`src/rtl/rename_map_pkg.sv`:
```
// Shared widths, id types and helpers for the register alias table.
package rename_map_pkg;

  localparam int DISPATCH_WIDTH = 2;
  localparam int RETIRE_WIDTH   = 1;
  localparam int N_ARF          = 32;
  localparam int ARF_ID_WIDTH   = 5;
  localparam int ROB_ID_WIDTH   = 4;
  localparam int COUNT_WIDTH    = 6;

  typedef logic [ARF_ID_WIDTH-1:0] arf_id_t;
  typedef logic [ROB_ID_WIDTH-1:0] rob_id_t;

  // Number of set bits in a spec vector; 6 bits covers the full 0..32 range.
  function automatic logic [COUNT_WIDTH-1:0] popcount(input logic [N_ARF-1:0] v);
    logic [COUNT_WIDTH-1:0] cnt;
    cnt = '0;
    for (int i = 0; i < N_ARF; i++) begin
      cnt = cnt + COUNT_WIDTH'(v[i]);
    end
    return cnt;
  endfunction

endpackage

```
`src/rtl/rename_src_bypass.sv`:
```
// Intra-group bypass for one source operand: finds the youngest older slot
// in the same dispatch group that writes this source register.
module rename_src_bypass
  import rename_map_pkg::*;
#(
  parameter int SLOT = 0
) (
  input  arf_id_t                        src,
  input  logic    [DISPATCH_WIDTH-1:0]   disp_valid,
  input  logic    [DISPATCH_WIDTH-1:0]   disp_rd_valid,
  input  arf_id_t [DISPATCH_WIDTH-1:0]   disp_rd,
  input  rob_id_t [DISPATCH_WIDTH-1:0]   disp_rob_id,
  output logic                           hit,
  output rob_id_t                        rob_id
);

  // Ascending scan so the youngest matching older slot overwrites earlier hits.
  always_comb begin
    hit    = 1'b0;
    rob_id = '0;
    for (int j = 0; j < DISPATCH_WIDTH; j++) begin
      if (j < SLOT && disp_valid[j] && disp_rd_valid[j] &&
          disp_rd[j] == src && src != '0) begin
        hit    = 1'b1;
        rob_id = disp_rob_id[j];
      end
    end
  end

endmodule

```
`src/rtl/rename_map.sv`:
```
// Register alias table: per-source speculative/ROB-id lookup with
// intra-group bypass, rename writes, tag-checked retire clears and flush.
module rename_map
  import rename_map_pkg::*;
(
  input  logic                          clk,
  input  logic                          rst_aL,
  input  logic                          flush,
  input  logic    [DISPATCH_WIDTH-1:0]  disp_valid,
  input  arf_id_t [DISPATCH_WIDTH-1:0]  disp_rs1,
  input  arf_id_t [DISPATCH_WIDTH-1:0]  disp_rs2,
  input  logic    [DISPATCH_WIDTH-1:0]  disp_rd_valid,
  input  arf_id_t [DISPATCH_WIDTH-1:0]  disp_rd,
  input  rob_id_t [DISPATCH_WIDTH-1:0]  disp_rob_id,
  output logic    [DISPATCH_WIDTH-1:0]  src1_spec,
  output rob_id_t [DISPATCH_WIDTH-1:0]  src1_rob_id,
  output logic    [DISPATCH_WIDTH-1:0]  src2_spec,
  output rob_id_t [DISPATCH_WIDTH-1:0]  src2_rob_id,
  input  logic    [RETIRE_WIDTH-1:0]    ret_valid,
  input  arf_id_t [RETIRE_WIDTH-1:0]    ret_arf_id,
  input  rob_id_t [RETIRE_WIDTH-1:0]    ret_rob_id,
  output logic    [COUNT_WIDTH-1:0]     spec_count
);

  logic    [N_ARF-1:0] spec_q;
  logic    [N_ARF-1:0] spec_nxt;
  logic    [N_ARF-1:0] spec_set;
  logic    [N_ARF-1:0] spec_clr;
  logic    [N_ARF-1:0] tag_we;
  rob_id_t             tag_q   [N_ARF];
  rob_id_t             tag_wd  [N_ARF];
  rob_id_t             tag_nxt [N_ARF];

  logic    [DISPATCH_WIDTH-1:0] b1_hit;
  logic    [DISPATCH_WIDTH-1:0] b2_hit;
  rob_id_t [DISPATCH_WIDTH-1:0] b1_rob;
  rob_id_t [DISPATCH_WIDTH-1:0] b2_rob;

  for (genvar k = 0; k < DISPATCH_WIDTH; k++) begin : g_bypass
    rename_src_bypass #(.SLOT(k)) u_byp_rs1 (
      .src           (disp_rs1[k]),
      .disp_valid    (disp_valid),
      .disp_rd_valid (disp_rd_valid),
      .disp_rd       (disp_rd),
      .disp_rob_id   (disp_rob_id),
      .hit           (b1_hit[k]),
      .rob_id        (b1_rob[k])
    );
    rename_src_bypass #(.SLOT(k)) u_byp_rs2 (
      .src           (disp_rs2[k]),
      .disp_valid    (disp_valid),
      .disp_rd_valid (disp_rd_valid),
      .disp_rd       (disp_rd),
      .disp_rob_id   (disp_rob_id),
      .hit           (b2_hit[k]),
      .rob_id        (b2_rob[k])
    );
  end

  // Source lookup: x0 is never speculative, bypass beats table state, reset masks spec.
  always_comb begin
    for (int k = 0; k < DISPATCH_WIDTH; k++) begin
      src1_spec[k]   = 1'b0;
      src1_rob_id[k] = '0;
      src2_spec[k]   = 1'b0;
      src2_rob_id[k] = '0;
      if (disp_rs1[k] != '0) begin
        if (b1_hit[k]) begin
          src1_spec[k]   = 1'b1;
          src1_rob_id[k] = b1_rob[k];
        end else begin
          src1_spec[k]   = spec_q[disp_rs1[k]];
          src1_rob_id[k] = tag_q[disp_rs1[k]];
        end
      end
      if (disp_rs2[k] != '0) begin
        if (b2_hit[k]) begin
          src2_spec[k]   = 1'b1;
          src2_rob_id[k] = b2_rob[k];
        end else begin
          src2_spec[k]   = spec_q[disp_rs2[k]];
          src2_rob_id[k] = tag_q[disp_rs2[k]];
        end
      end
      if (!rst_aL) begin
        src1_spec[k] = 1'b0;
        src2_spec[k] = 1'b0;
      end
    end
  end

  // Per-entry set/clear/tag-write enables from the rename and retire ports.
  always_comb begin
    spec_set = '0;
    spec_clr = '0;
    tag_we   = '0;
    for (int i = 0; i < N_ARF; i++) begin
      tag_wd[i] = tag_q[i];
    end
    // A later slot overwrites an earlier one, so the highest slot wins on a shared rd.
    for (int k = 0; k < DISPATCH_WIDTH; k++) begin
      if (disp_valid[k] && disp_rd_valid[k] && disp_rd[k] != '0) begin
        spec_set[disp_rd[k]] = 1'b1;
        tag_we[disp_rd[k]]   = 1'b1;
        tag_wd[disp_rd[k]]   = disp_rob_id[k];
      end
    end
    // Clear only when the register still maps to the retiring instruction.
    for (int p = 0; p < RETIRE_WIDTH; p++) begin
      if (ret_valid[p] && ret_arf_id[p] != '0 &&
          tag_q[ret_arf_id[p]] == ret_rob_id[p]) begin
        spec_clr[ret_arf_id[p]] = 1'b1;
      end
    end
  end

  // Next state: flush wipes spec and drops writes; a rename set overrides a retire clear.
  always_comb begin
    if (flush) begin
      spec_nxt = '0;
    end else begin
      spec_nxt = (spec_q & ~spec_clr) | spec_set;
    end
    for (int i = 0; i < N_ARF; i++) begin
      tag_nxt[i] = (!flush && tag_we[i]) ? tag_wd[i] : tag_q[i];
    end
  end

  // State registers and the popcount of the next spec vector.
  always_ff @(posedge clk) begin
    if (!rst_aL) begin
      spec_q     <= '0;
      spec_count <= '0;
      for (int i = 0; i < N_ARF; i++) begin
        tag_q[i] <= '0;
      end
    end else begin
      spec_q     <= spec_nxt;
      spec_count <= popcount(spec_nxt);
      for (int i = 0; i < N_ARF; i++) begin
        tag_q[i] <= tag_nxt[i];
      end
    end
  end

endmodule

```
`config.mk`:
```
export PLATFORM = sky130hd
export DESIGN_NAME = rename_map
export DESIGN_NICKNAME = d
export VERILOG_FILES = /design/src/rtl/rename_map_pkg.sv /design/src/rtl/rename_src_bypass.sv /design/src/rtl/rename_map.sv
export SDC_FILE = /design/constraint.sdc
export NUM_CORES = 1
export LEC_CHECK = 0
export CORE_ASPECT_RATIO = 1.5
export CORE_UTILIZATION = 35
export CTS_CLUSTER_DIAMETER = 30
export DETAILED_ROUTE_END_ITERATION = 10
export HOLD_SLACK_MARGIN = 0.15
export PLACE_DENSITY_LB_ADDON = 0.08
export SLEW_MARGIN = 20
export SYNTH_ARGS = -nofsm -noshare
export SYNTH_HDL_FRONTEND = slang
export SYNTH_HIERARCHICAL = 1
export SYNTH_SLANG_ARGS = --single-unit
export TNS_END_PERCENT = 100
```
`constraint.sdc`:
```
create_clock -name clk -period 19.1 [get_ports clk]
set_input_delay 4.775 -clock clk [delete_from_list [all_inputs] [get_ports clk]]
set_output_delay 4.775 -clock clk [all_outputs]
set_load 0.01 [all_outputs]
```
-- Yosys cells after proc, flatten, opt, wreduce, memory -nomap -nowiden
Memories as Yosys holds them, arrays and structs flattened.
Cells that the tools add are included.
- add/sub/neg operators: 31
- magnitude comparators: 14
- eq/ne operators: 3
- mux-type cells: 112
- bitwise operators: 38
- reductions and logical operators: 55
- operator list (kind ; number):
    4-bit two-way mux ; 74
    128-bit bitwise mux ; 2
    128-bit two-way mux ; 2
    6-bit by 1-bit adder with 6-bit output ; 26
    32-bit two-way mux ; 4
    32-bit bitwise OR ; 2
    1-bit logical AND ; 47
    5-bit by 6-bit less-than comparator with 1-bit output (second input constant) ; 7
    4-bit demux with 5-bit select ; 2
    5-bit nonzero test ; 7
    32-bit bitwise AND ; 1
    32-bit NOT ; 1
    1-bit bitwise OR ; 32
    1-bit two-way mux ; 21
    1-bit binary-select mux with 5-bit select ; 4
    1-bit demux with 5-bit select ; 3
    5-bit by 1-bit greater-or-equal comparator with 1-bit output (second input constant) ; 3
    6-bit greater-or-equal comparator (second input constant) ; 2
    6-bit by 1-bit less-than comparator with 1-bit output (second input constant) ; 2
    5-bit NOT with 6-bit output ; 2
    5-bit == test ; 2
    5-bit by 1-bit adder with 6-bit output ; 1
    4-bit by 1-bit adder with 5-bit output ; 1
    3-bit by 1-bit adder with 4-bit output ; 1
    other kinds (4) ; 4
- register bits after elaboration: 38
- memory bits (writable): 128
- input port bits: 55
- output and inout bits: 26
- word-level logic and storage cells: 256
- memories: 1
- memory list (memory ; depth ; bits a word ; rd ports ; clocked after memory_dff ; wr ports ; line ; source):
    tag_q ; 32 ; 4 ; 37 ; 0 ; 32 ; rename_map.sv:30 ; rob_id_t tag_q [N_ARF];

-- Logic depth before layout (Yosys ltp)
Gate-level depths: netlist of the first run.
- depth after elaboration: 40
- depth in mapped cells: 29
- gate-level depth less buffers: 24

-- Hierarchy
Netlist of the first run, hierarchy kept.
- modules (own cells, without submodules) (module ; times used ; cells each ; area an instance (sq um) ; sequential area each (sq um)):
    rename_map ; 1 ; 1540 ; 15320.9 ; 3323.2
    rename_src_bypass (g_bypass[1].u_byp_rs1 ...) ; 2 ; 15 ; 115.1 ; 0.0
    rename_src_bypass (g_bypass[0].u_byp_rs1 ...) ; 2 ; 6 ; 41.3 ; 0.0

-- Worst setup path after synthesis of the first run
No wires, ideal clock.
- path kind: in2out
- start: in disp_rs2[5] in the netlist's numbering
- end: out src2_spec[1]
- data arrival time: 6.934 ns
- required time: 14.325 ns
- path slack: 7.391 ns
- stages: 7
- buffers on the path: 2
- path through: clkbuf_1 > buf_1 > mux4_2 > mux4_2 > nor2b_1 > a211oi_1 > nor3_1
- word-level cells in the longest chain between the ends: 7
- elaborated cells between the ends (all ways): 10
- those cells by class: 1 x eq/ne; 6 x mux; 3 x reduce/logical
- RTL lines (element ; line ; source):
    from (decl) ; rename_map.sv:11 ; input arf_id_t [DISPATCH_WIDTH-1:0] disp_rs2,
    parallel branches: the longest is 5 deep, another holds 1-bit binary-select mux with 5-bit select ; - ;
    1-bit two-way mux (*) ; rename_map.sv:76 ; if (disp_rs2[k] != '0) begin
    1-bit two-way mux (*) ; rename_map.sv:85 ; if (!rst_aL) begin
    to (decl) ; rename_map.sv:17 ; output logic [DISPATCH_WIDTH-1:0] src2_spec,
Every way passes the cells marked *. The select of a mux whose other input is x is not followed.

==> out/summary.txt, run 1 <==
Status - completed
Period utilization - 0.675
Share of flip-flops with an asynchronous set or reset - 0
Slew Limit Headroom - 0.260
Global-route usage over all layers - 0.310
Drt drc - 0
Number of synthesized register bits - 166
Hold/Removal Path Class - flip-flop to flip-flop
Sequential area share after synthesis - 0.213
Met1 WL - 26.1 mm
Fmax - 77.5 MHz
Source-to-sink clock delay at the later pin of the worst-skew pair - 0.47 ns
Initial antenna violation count - 2
Placeable Area - 44000 um^2
Crit start category - input port
Avg Inst Size Synth - 9.88 um^2
Largest area contributor in the synthesized netlist - sky130_fd_sc_hd__mux4_2
Count of instances resized after the clock tree is built - 0
Top Ports - 81
Slew at the pin closest to its max-slew limit - 1.11 ns
RSZ-0062 raised after global routing - false
Combined area of all synthesized cells - 15600 um^2
Detail Route Antenna Nets - 0
Setup total negative slack - 0 ns
Chip Width - 175 um
Die extent in y - 261 um
Met2 wire length - 34.7 mm
Top cell type's share of synthesized area - 0.288
CTS root buffer - sky130_fd_sc_hd__clkbuf_16
Static power due to leakage - 5.61 nW
Uppermost metal layer occupied by signal nets - met5
Fraction of final layout cells sized beyond drive strength 1 - 0.205
Number of hold-slack violations in the final timing report - 0
Area overhead of the layout relative to synthesis - 11.2%
YS warnings - 6
Global-route wire length before repair - 101 mm
Clock buffer depth - 2
Max Cap Violations - 0
Initial core utilization - 0.355
Unique cell type count in the Yosys netlist - 51
Met3 layer wire length in the routed design - 4.60 mm
Routability cong. - 0.916
Kind of critical path - input port to output port
Number of global-route vias before repair - 13900
Number of sinks on the clock net - 166
Worst Path Arrival - 8.13 ns
Instance count of the mapped netlist - 1582
Count of final max-slew check failures - 0
Maximum level of the CTS H-tree - 4
Type of destination of the critical path - output port
Drt initial violations - 1388
EDFF count, synth - 0
Final setup violation count - 0
Most frequently used flop master after synthesis - sky130_fd_sc_hd__dfxtp_1
Die footprint - 45500 um^2
# port buffers - 80
Net total in the final layout - 1654
Worst vdd rail ir drop - 52.0 uV
Number of buffers inserted to repair setup after CTS - 0
Worst setup slack for register-to-register paths - 11.88 ns
Total via count after detailed routing - 14400
Number of buffers inserted during clock tree synthesis - 17
Maximum number of pins on one net before global-route repair - 80
Final routed wirelength across all metal layers - 70.3 mm
Crit path max fanout - 36
Post-CTS Hold Buffers - 0
CTS tree - built
Detailed Place HPWL - 50.7 mm
Clock skew - 0.0125 ns
Filler Cells Inserted - 4428
Number of cell rows - 94
Routed wire per std cell - 32.6 um
Length of the first detailed-routing pass in iterations - 5
Min Clock Period, post-route - 12.90 ns
Vias per cell - 6.69
Pre-CTS setup slack - 6.22 ns
Remaining global-route overflow - 0
Cell types with the largest area share after synthesis - sky130_fd_sc_hd__mux4_2 (29%), sky130_fd_sc_hd__dfxtp_1 (21%), sky130_fd_sc_hd__mux2i_1 (11%)
Total power density per cell area - 51.9 nW/um^2
Clock slew at the register clock pins of the worst setup and hold paths - 0.07 ns
Setup slack after layout - 6.20 ns
Required time of the worst setup path - 14.32 ns
N_diodes - 0
[layout make-up]
| class | count | area (um^2) | area share |
|---|---|---|---|
| Clock inverter | 15 | 193 | 0.0111 |
| Tap cell | 576 | 721 | 0.0414 |
| Multi-Input combinational cell | 1223 | 11500 | 0.660 |
| Inverter | 28 | 108 | 0.00619 |
| Timing Repair Buffer | 132 | 1140 | 0.0655 |
| Sequential cell | 166 | 3320 | 0.191 |
| Clock buffer | 17 | 425 | 0.0245 |
[worst paths after layout]
kind                    end  depth (start not counted)        start
max reg2reg   spec_count[4]                         24  tag_q[1][0]
max          src1_rob_id[6]                          9  disp_rs1[5]
min             tag_q[0][1]                          1  tag_q[0][1]
min reg2reg     tag_q[0][1]                          1  tag_q[0][1]
[cell families (layout without fill, tap and decap cells)]
kind of cell / count (synthesis) / in the layout / synth area share
DFF: 166 / 166 / 0.213
buffers and inverters: 201 / 192 / 0.0563
and+or+nand+nor: 481 / 481 / 0.150
other: 2 / 10 / 0.000480
adders and majority gates: 31 / 31 / 0.0363
AOI/OAI and AO/OA: 311 / 311 / 0.136
muxes: 376 / 376 / 0.401
xor gates and xnor gates: 14 / 14 / 0.00784
[cells in the final DEF, fill, tap and decap left out, types with 7 or more instances in the layout]
| cell type | instances |
|---|---|
| sky130_fd_sc_hd__nor2_1 | 234 |
| sky130_fd_sc_hd__mux4_2 | 200 |
| sky130_fd_sc_hd__mux2i_1 | 176 |
| sky130_fd_sc_hd__dfxtp_1 | 166 |
| sky130_fd_sc_hd__a211oi_1 | 107 |
| sky130_fd_sc_hd__a21oi_1 | 86 |
| sky130_fd_sc_hd__clkdlybuf4s50_1 | 69 |
| sky130_fd_sc_hd__nand2_1 | 67 |
| sky130_fd_sc_hd__buf_4 | 53 |
| sky130_fd_sc_hd__a311oi_1 | 44 |
| sky130_fd_sc_hd__nand3_1 | 36 |
| sky130_fd_sc_hd__o22ai_1 | 34 |
| sky130_fd_sc_hd__inv_1 | 27 |
| sky130_fd_sc_hd__nor3_1 | 27 |
| sky130_fd_sc_hd__fa_1 | 24 |
| sky130_fd_sc_hd__nor2b_1 | 21 |
| sky130_fd_sc_hd__clkbuf_16 | 17 |
| sky130_fd_sc_hd__or4_1 | 10 |
| sky130_fd_sc_hd__nor4_1 | 10 |
| sky130_fd_sc_hd__conb_1 | 10 |
| sky130_fd_sc_hd__buf_2 | 10 |
| sky130_fd_sc_hd__xor2_1 | 9 |
| sky130_fd_sc_hd__a31o_1 | 9 |
| sky130_fd_sc_hd__o21ai_0 | 9 |
| sky130_fd_sc_hd__nand4_1 | 8 |
| sky130_fd_sc_hd__nand2b_1 | 8 |
| sky130_fd_sc_hd__nor4b_1 | 8 |
| sky130_fd_sc_hd__and2_1 | 7 |
| sky130_fd_sc_hd__ha_1 | 7 |
[critical path, cell delays in order]
cell and delay, ns:
sky130_fd_sc_hd__buf_2 0.22, sky130_fd_sc_hd__buf_4 0.68, sky130_fd_sc_hd__mux4_2 0.61, sky130_fd_sc_hd__mux4_2 0.60, sky130_fd_sc_hd__mux2i_1 0.34, sky130_fd_sc_hd__nor2_1 0.08
sky130_fd_sc_hd__a21oi_1 0.17, sky130_fd_sc_hd__nor2_1 0.06, sky130_fd_sc_hd__clkdlybuf4s50_1 0.49
[synthesized netlist by cell type, types with 25 or more instances]
cell type,instances
sky130_fd_sc_hd__inv_1,28
sky130_fd_sc_hd__mux4_2,200
sky130_fd_sc_hd__clkbuf_1,111
sky130_fd_sc_hd__o22ai_1,34
sky130_fd_sc_hd__dfxtp_1,166
sky130_fd_sc_hd__nand2_1,67
sky130_fd_sc_hd__a21oi_1,88
sky130_fd_sc_hd__a211oi_1,107
sky130_fd_sc_hd__nor2_1,234
sky130_fd_sc_hd__nor3_1,29
sky130_fd_sc_hd__buf_1,25
sky130_fd_sc_hd__mux2i_1,176
sky130_fd_sc_hd__a311oi_1,44
sky130_fd_sc_hd__nand3_1,36
[metal layers]
metal  vias up  global-route usage
li1       6152                   -
met1      7305               0.370
met2       776               0.527
met3       196              0.0420
met4         4               0.196
met5         -                   0
[where the power goes]
| part | switching [W] | internal (W) | leakage (nW) |
|---|---|---|---|
| registers | 0.00000484 | 0.000349 | 1.34 |
| clock network | 0.000177 | 0.000210 | 0.307 |
| logic | 0.000104 | 0.0000583 | 3.96 |
[sequential cells by signal, indices dropped and copies added, names as in the netlist]
name        flops
tag_q         128
spec_q         32
spec_count      6
[stage by stage]
step	std cells	total power, W	hold WS, ns	area, um^2	util
after floorplan	1590	0.000462	0.487	15700	-
after global placement	2125	0.000522	0.513	16800	0.381
after detailed placement	2125	0.000522	0.525	16800	0.381
after CTS	2157	0.000905	0.534	17400	0.395
after global routing	2157	0.000929	0.558	17400	0.395
final	2157	0.000902	0.540	17400	0.395
(Power assumes the default switching activity.)
==> run 2: changes to the inputs <==
==> constraint.sdc (replaced) <==
create_clock -name clk -period 11 [get_ports clk]
set_input_delay 2.75 -clock clk [delete_from_list [all_inputs] [get_ports clk]]
set_output_delay 2.75 -clock clk [all_outputs]
set_load 0.01 [all_outputs]
==> out/summary.txt, run 2 (synthesized netlist as in run 1, its figures left out) <==
Type of destination of the critical path - flip-flop
Flip-flop count of the largest register after layout - 128
Net total in the final layout - 1683
Source-to-sink clock delay at the later pin of the worst-skew pair - 0.47 ns
# port buffers - 80
Global-route wire length before repair - 104 mm
Drt initial violations - 1538
Worst vdd rail ir drop - 111 uV
Crit path max fanout - 47
CTS root buffer - sky130_fd_sc_hd__clkbuf_16
RSZ-0062 raised after global routing - false
Routability cong. - 0.947
Vias per cell - 6.62
Top Ports - 81
Placeable Area - 44000 um^2
Initial core utilization - 0.355
Drt drc - 0
Number of buffers inserted to repair setup after CTS - 0
Slew Limit Headroom - 0.191
Leading cell type in the layout, fill and taps excluded - sky130_fd_sc_hd__nor2_1
Post-CTS Hold Buffers - 0
Global-route usage over all layers - 0.323
Count of instances resized after the clock tree is built - 0
Status - completed
Required time of the worst setup path - 11.33 ns
Clock buffer depth - 2
Crit start category - input port
Kind of critical path - input port to flip-flop
Area overhead of the layout relative to synthesis - 12.8%
Length of the first detailed-routing pass in iterations - 6
Number of global-route vias before repair - 14100
Final setup violation count - 0
Routed wire per std cell - 33.2 um
Max Cap Violations - 0
Detailed Place HPWL - 54.1 mm
Number of buffers inserted during clock tree synthesis - 17
Maximum number of pins on one net before global-route repair - 72
Static power due to leakage - 5.75 nW
Largest registers ranked by flip-flop count - tag_q x128, spec_q x32, spec_count x6
Detail Route Antenna Nets - 0
Hold/Removal Path Class - flip-flop to flip-flop
Period utilization - 0.917
Most used cells in the layout excluding fill and tap cells - sky130_fd_sc_hd__nor2_1 (234), sky130_fd_sc_hd__mux4_2 (200), sky130_fd_sc_hd__mux2i_1 (176)
Chip Width - 175 um
Count of final max-slew check failures - 0
Initial antenna violation count - 1
Die footprint - 45500 um^2
CTS tree - built
Final routed wirelength across all metal layers - 72.7 mm
Die extent in y - 261 um
Largest register by flop count - tag_q
Fraction of final layout cells sized beyond drive strength 1 - 0.216
Worst Path Arrival - 10.42 ns
Number of sinks on the clock net - 166
Maximum level of the CTS H-tree - 4
Post-route standard cell area excluding fillers - 17600 um^2
Fmax - 99.1 MHz
Clock skew - 0.0115 ns
Min Clock Period, post-route - 10.09 ns
Post-Place Cell Area - 17000 um^2
Remaining global-route overflow - 0
Total power density per cell area - 89.1 nW/um^2
Number of hold-slack violations in the final timing report - 0
Clock slew at the register clock pins of the worst setup and hold paths - 0.08 ns
Setup total negative slack - 0 ns
Slew at the pin closest to its max-slew limit - 1.21 ns
Total via count after detailed routing - 14500
Number of cell rows - 94
-- run 2: cell count changes in the layout (fill, tap and decap cells not counted), moves of 2 or more --
cell / change
sky130_fd_sc_hd__clkinv_4: -3
sky130_fd_sc_hd__clkinvlp_4: +5
sky130_fd_sc_hd__a21oi_2: -2
sky130_fd_sc_hd__inv_6: -3
sky130_fd_sc_hd__inv_8: +4
sky130_fd_sc_hd__buf_2: -2
sky130_fd_sc_hd__a21oi_1: +2
sky130_fd_sc_hd__buf_12: +4
sky130_fd_sc_hd__buf_4: +26
sky130_fd_sc_hd__clkinv_2: -2
-- run 2: worst max-delay path, cell delays in order --
cell and delay (ns):
sky130_fd_sc_hd__clkdlybuf4s50_1 1.00, sky130_fd_sc_hd__or4bb_1 0.63, sky130_fd_sc_hd__o22ai_1 0.20, sky130_fd_sc_hd__nor4_1 0.08, sky130_fd_sc_hd__nand2_1 0.16, sky130_fd_sc_hd__xor2_1 0.64, sky130_fd_sc_hd__nor3_2 0.15, sky130_fd_sc_hd__buf_12 0.23
sky130_fd_sc_hd__a31o_2 0.27, sky130_fd_sc_hd__fa_1 0.51, sky130_fd_sc_hd__fa_1 0.51, sky130_fd_sc_hd__inv_1 0.05, sky130_fd_sc_hd__fa_1 0.48, sky130_fd_sc_hd__inv_1 0.05, sky130_fd_sc_hd__fa_1 0.55, sky130_fd_sc_hd__fa_1 0.54
sky130_fd_sc_hd__inv_1 0.05, sky130_fd_sc_hd__fa_1 0.48, sky130_fd_sc_hd__ha_1 0.16, sky130_fd_sc_hd__inv_1 0.05, sky130_fd_sc_hd__fa_1 0.40, sky130_fd_sc_hd__inv_1 0.08, sky130_fd_sc_hd__a21o_1 0.11, sky130_fd_sc_hd__a21oi_1 0.07
sky130_fd_sc_hd__xor2_1 0.13, sky130_fd_sc_hd__nor2_1 0.05
-- run 2: area by class of cell --
class	instances	area, um^2
fillers	4390	26300
multi-input cells	1223	11500
flip-flops and latches	166	3320
repair buffers	161	1410
well taps	576	721
clock buffers	17	425
clock inverters	15	183
inverters	28	108
diodes	1	2.50
-- run 2: per-layer routing --
metal,track usage,wire [um]
met5,0,0
met4,0.204,4680
met1,0.381,26800
met3,0.0507,5180
met2,0.547,36100
-- run 2: metrics by stage --
step,instances,setup slack [ns],hold WS (ns),power [W],util
floorplan,1590,2.17,0.487,0.000802,-
global placement,2154,0.540,0.516,0.000914,0.387
detailed placement,2154,0.521,0.517,0.000914,0.387
CTS,2186,0.995,0.529,0.00157,0.401
global route,2186,0.590,0.549,0.00161,0.401
finish,2187,0.909,0.534,0.00157,0.401
-- run 2: power breakdown --
group / internal, W / leakage [nW] / total, W / switching, W
sequential: 0.000605 / 1.34 / 0.000614 / 0.00000831
combinational: 0.000106 / 4.13 / 0.000290 / 0.000185
clock: 0.000345 / 0.284 / 0.000667 / 0.000322
-- run 2: worst paths after layout --
path         slack, ns  cells after the start       endpoint           from
min               0.53                      1    tag_q[0][2]    tag_q[0][2]
max reg2reg       3.85                     24  spec_count[4]   tag_q[23][2]
min reg2reg       0.53                      1    tag_q[0][2]    tag_q[0][2]
max               0.91                     26  spec_count[4]  ret_arf_id[1]
==> run 3: changes to the inputs <==
--- a/config.mk
+++ b/config.mk
@@ -5,6 +5,8 @@
 export SDC_FILE = /design/constraint.sdc
 export NUM_CORES = 1
 export LEC_CHECK = 0
+export CELL_PAD_IN_SITES_DETAIL_PLACEMENT = 0
+export CELL_PAD_IN_SITES_GLOBAL_PLACEMENT = 1
 export CORE_ASPECT_RATIO = 1.5
 export CORE_UTILIZATION = 35
 export CTS_CLUSTER_DIAMETER = 30
==> out/summary.txt, run 3 (synthesized netlist as in run 1, its figures left out) <==
Reg-to-Reg Start - tag_q[8][1]
Flip-flop count of the largest register after layout - 128
Detailed Place HPWL - 60.3 mm
RSZ-0062 raised after global routing - false
Net total in the final layout - 1692
Final setup violation count - 0
Fraction of final layout cells sized beyond drive strength 1 - 0.221
Clock skew - 0.0108 ns
Initial core utilization - 0.355
Routed wire per std cell - 35.7 um
Crit start category - input port
Worst vdd rail ir drop - 106 uV
Kind of critical path - input port to flip-flop
Placed Cells incl. Taps - 2163
Worst flop-to-flop path endpoint - spec_count[4]
Die footprint - 45500 um^2
Met3 track demand over resource - 0.0675
Total power density per cell area - 89.8 nW/um^2
Global-route met1 utilization - 0.372
Status - completed
Largest register by flop count - tag_q
Slew Limit Headroom - 0.203
CTS root buffer - sky130_fd_sc_hd__clkbuf_16
CTS tree - built
Global-route wire length before repair - 110 mm
Source-to-sink clock delay at the later pin of the worst-skew pair - 0.48 ns
Chip Width - 175 um
Hold Path Cell Cnt - 2
Final routed wirelength across all metal layers - 78.4 mm
Routability cong. - 0.975
Maximum level of the CTS H-tree - 4
Max Cap Violations - 0
Area overhead of the layout relative to synthesis - 13.4%
Start point of the worst min-delay path - tag_q[25][0]
Fmax - 101 MHz
Initial antenna violation count - 3
Length of the first detailed-routing pass in iterations - 5
Placeable Area - 44000 um^2
Drt drc - 0
Leading cell type in the layout, fill and taps excluded - sky130_fd_sc_hd__nor2_1
Number of cell rows - 94
Routing usage on met2 - 0.599
# port buffers - 80
Number of buffers inserted to repair setup after CTS - 0
Number of cells on the worst reg-to-reg path - 25
Top Ports - 81
Hold/Removal Path Class - flip-flop to flip-flop
Drt initial violations - 1616
Post-CTS Hold Buffers - 0
Min Clock Period, post-route - 9.92 ns
Static power due to leakage - 5.82 nW
Post-route non-filler standard cell count - 2195
Most used cells in the layout excluding fill and tap cells - sky130_fd_sc_hd__nor2_1 (233), sky130_fd_sc_hd__mux4_2 (200), sky130_fd_sc_hd__mux2i_1 (176)
Required time of the worst setup path - 11.36 ns
Clock buffer depth - 2
Clock slew at the register clock pins of the worst setup and hold paths - 0.07 ns
Setup total negative slack - 0 ns
Largest registers ranked by flip-flop count - tag_q x128, spec_q x32, spec_count x6
Number of global-route vias before repair - 14600
Routing layer with the top usage in global route - met2
Die extent in y - 261 um
Detail Route Antenna Nets - 0
Number of buffers inserted during clock tree synthesis - 17
Period utilization - 0.902
Worst setup slack for register-to-register paths - 3.95 ns
Total via count after detailed routing - 14600
Worst Path Arrival - 10.28 ns
Count of final max-slew check failures - 0
Vias per cell - 6.67
Remaining global-route overflow - 0
Smallest hold slack - 0.551 ns
Hold Path End - tag_q[25][0]
Type of destination of the critical path - flip-flop
Count of instances resized after the clock tree is built - 0
Number of sinks on the clock net - 166
Maximum number of pins on one net before global-route repair - 70
Global-route usage over all layers - 0.350
N_diodes - 0
Util after Layout - 0.403
Number of hold-slack violations in the final timing report - 0
Slew at the pin closest to its max-slew limit - 1.19 ns
Crit path max fanout - 47
==> run 3: changes by cell type in the layout (fill, tap and decap cells not counted), sizes merged <==
cell,previous run,this run
buf,91,100
bufinv,2,4
clkbuf,17,18
clkinv,0,1
clkinvlp,5,1
diode,1,0
==> run 3: report_power, final <==
| part | switching, W | total [W] | internal, W | leakage [nW] |
|---|---|---|---|---|
| logic | 0.000182 | 0.000287 | 0.000106 | 4.17 |
| registers | 0.0000100 | 0.000615 | 0.000605 | 1.34 |
| clock network | 0.000303 | 0.000690 | 0.000387 | 0.311 |
| total | 0.000495 | 0.00159 | 0.00110 | 5.82 |
==> run 3: metal layers <==
metal | wire, um | part of all wire | vias up
met1 | 27300 | 0.35 | 7388
li1 | - | - | 6219
met4 | 7470 | 0.095 | 2
met3 | 5000 | 0.064 | 265
met5 | 13 | 0.00017 | -
met2 | 38600 | 0.49 | 770
==> run 3: how the worst max path moves through the flow <==
| stage | from | end | slack, ns | cells past startpoint |
|---|---|---|---|---|
| detailed placement | ret_arf_id[4] | spec_count[4] | 0.63 | 26 |
| floorplan | ret_arf_id[2] | spec_count[4] | 2.17 | 27 |
| global route | ret_arf_id[1] | spec_count[4] | 0.68 | 26 |
| CTS | ret_arf_id[4] | spec_count[4] | 1.14 | 26 |
| global placement | ret_arf_id[1] | spec_count[4] | 0.65 | 26 |
| finish | ret_arf_id[4] | spec_count[4] | 1.08 | 26 |
==> run 3: per-stage QoR <==
step / cell area, um^2 / total power, W / setup WS (ns)
floorplan: 15700 / 0.000802 / 2.17
global placement: 17100 / 0.000913 / 0.649
detailed placement: 17100 / 0.000913 / 0.631
CTS: 17700 / 0.00160 / 1.14
global route: 17700 / 0.00163 / 0.685
finish: 17700 / 0.00159 / 1.08
==> run 3: area by class of cell <==
type,count,area (um^2)
clock inverter,14,208
tap,576,721
clock buffer,18,429
multi-input combinational,1223,11500
fill,4433,26300
timing repair buffer,170,1470
sequential,166,3320
inverter,28,108
==> run 3: worst max-delay path, cell delays in order <==
cell and delay [ns]:
sky130_fd_sc_hd__clkdlybuf4s50_1 0.97, sky130_fd_sc_hd__nand4bb_1 0.36, sky130_fd_sc_hd__o22ai_1 0.14, sky130_fd_sc_hd__nor4_1 0.41, sky130_fd_sc_hd__nand2_1 0.19, sky130_fd_sc_hd__xor2_1 0.58, sky130_fd_sc_hd__nor3_2 0.14, sky130_fd_sc_hd__buf_12 0.22
sky130_fd_sc_hd__a31o_2 0.27, sky130_fd_sc_hd__fa_1 0.52, sky130_fd_sc_hd__fa_1 0.52, sky130_fd_sc_hd__inv_1 0.05, sky130_fd_sc_hd__fa_1 0.48, sky130_fd_sc_hd__inv_1 0.06, sky130_fd_sc_hd__fa_1 0.47, sky130_fd_sc_hd__fa_1 0.58
sky130_fd_sc_hd__inv_1 0.07, sky130_fd_sc_hd__fa_1 0.48, sky130_fd_sc_hd__ha_1 0.17, sky130_fd_sc_hd__inv_1 0.05, sky130_fd_sc_hd__fa_1 0.39, sky130_fd_sc_hd__inv_1 0.07, sky130_fd_sc_hd__a21o_1 0.10, sky130_fd_sc_hd__a21oi_1 0.07
sky130_fd_sc_hd__xor2_1 0.13, sky130_fd_sc_hd__nor2_1 0.05
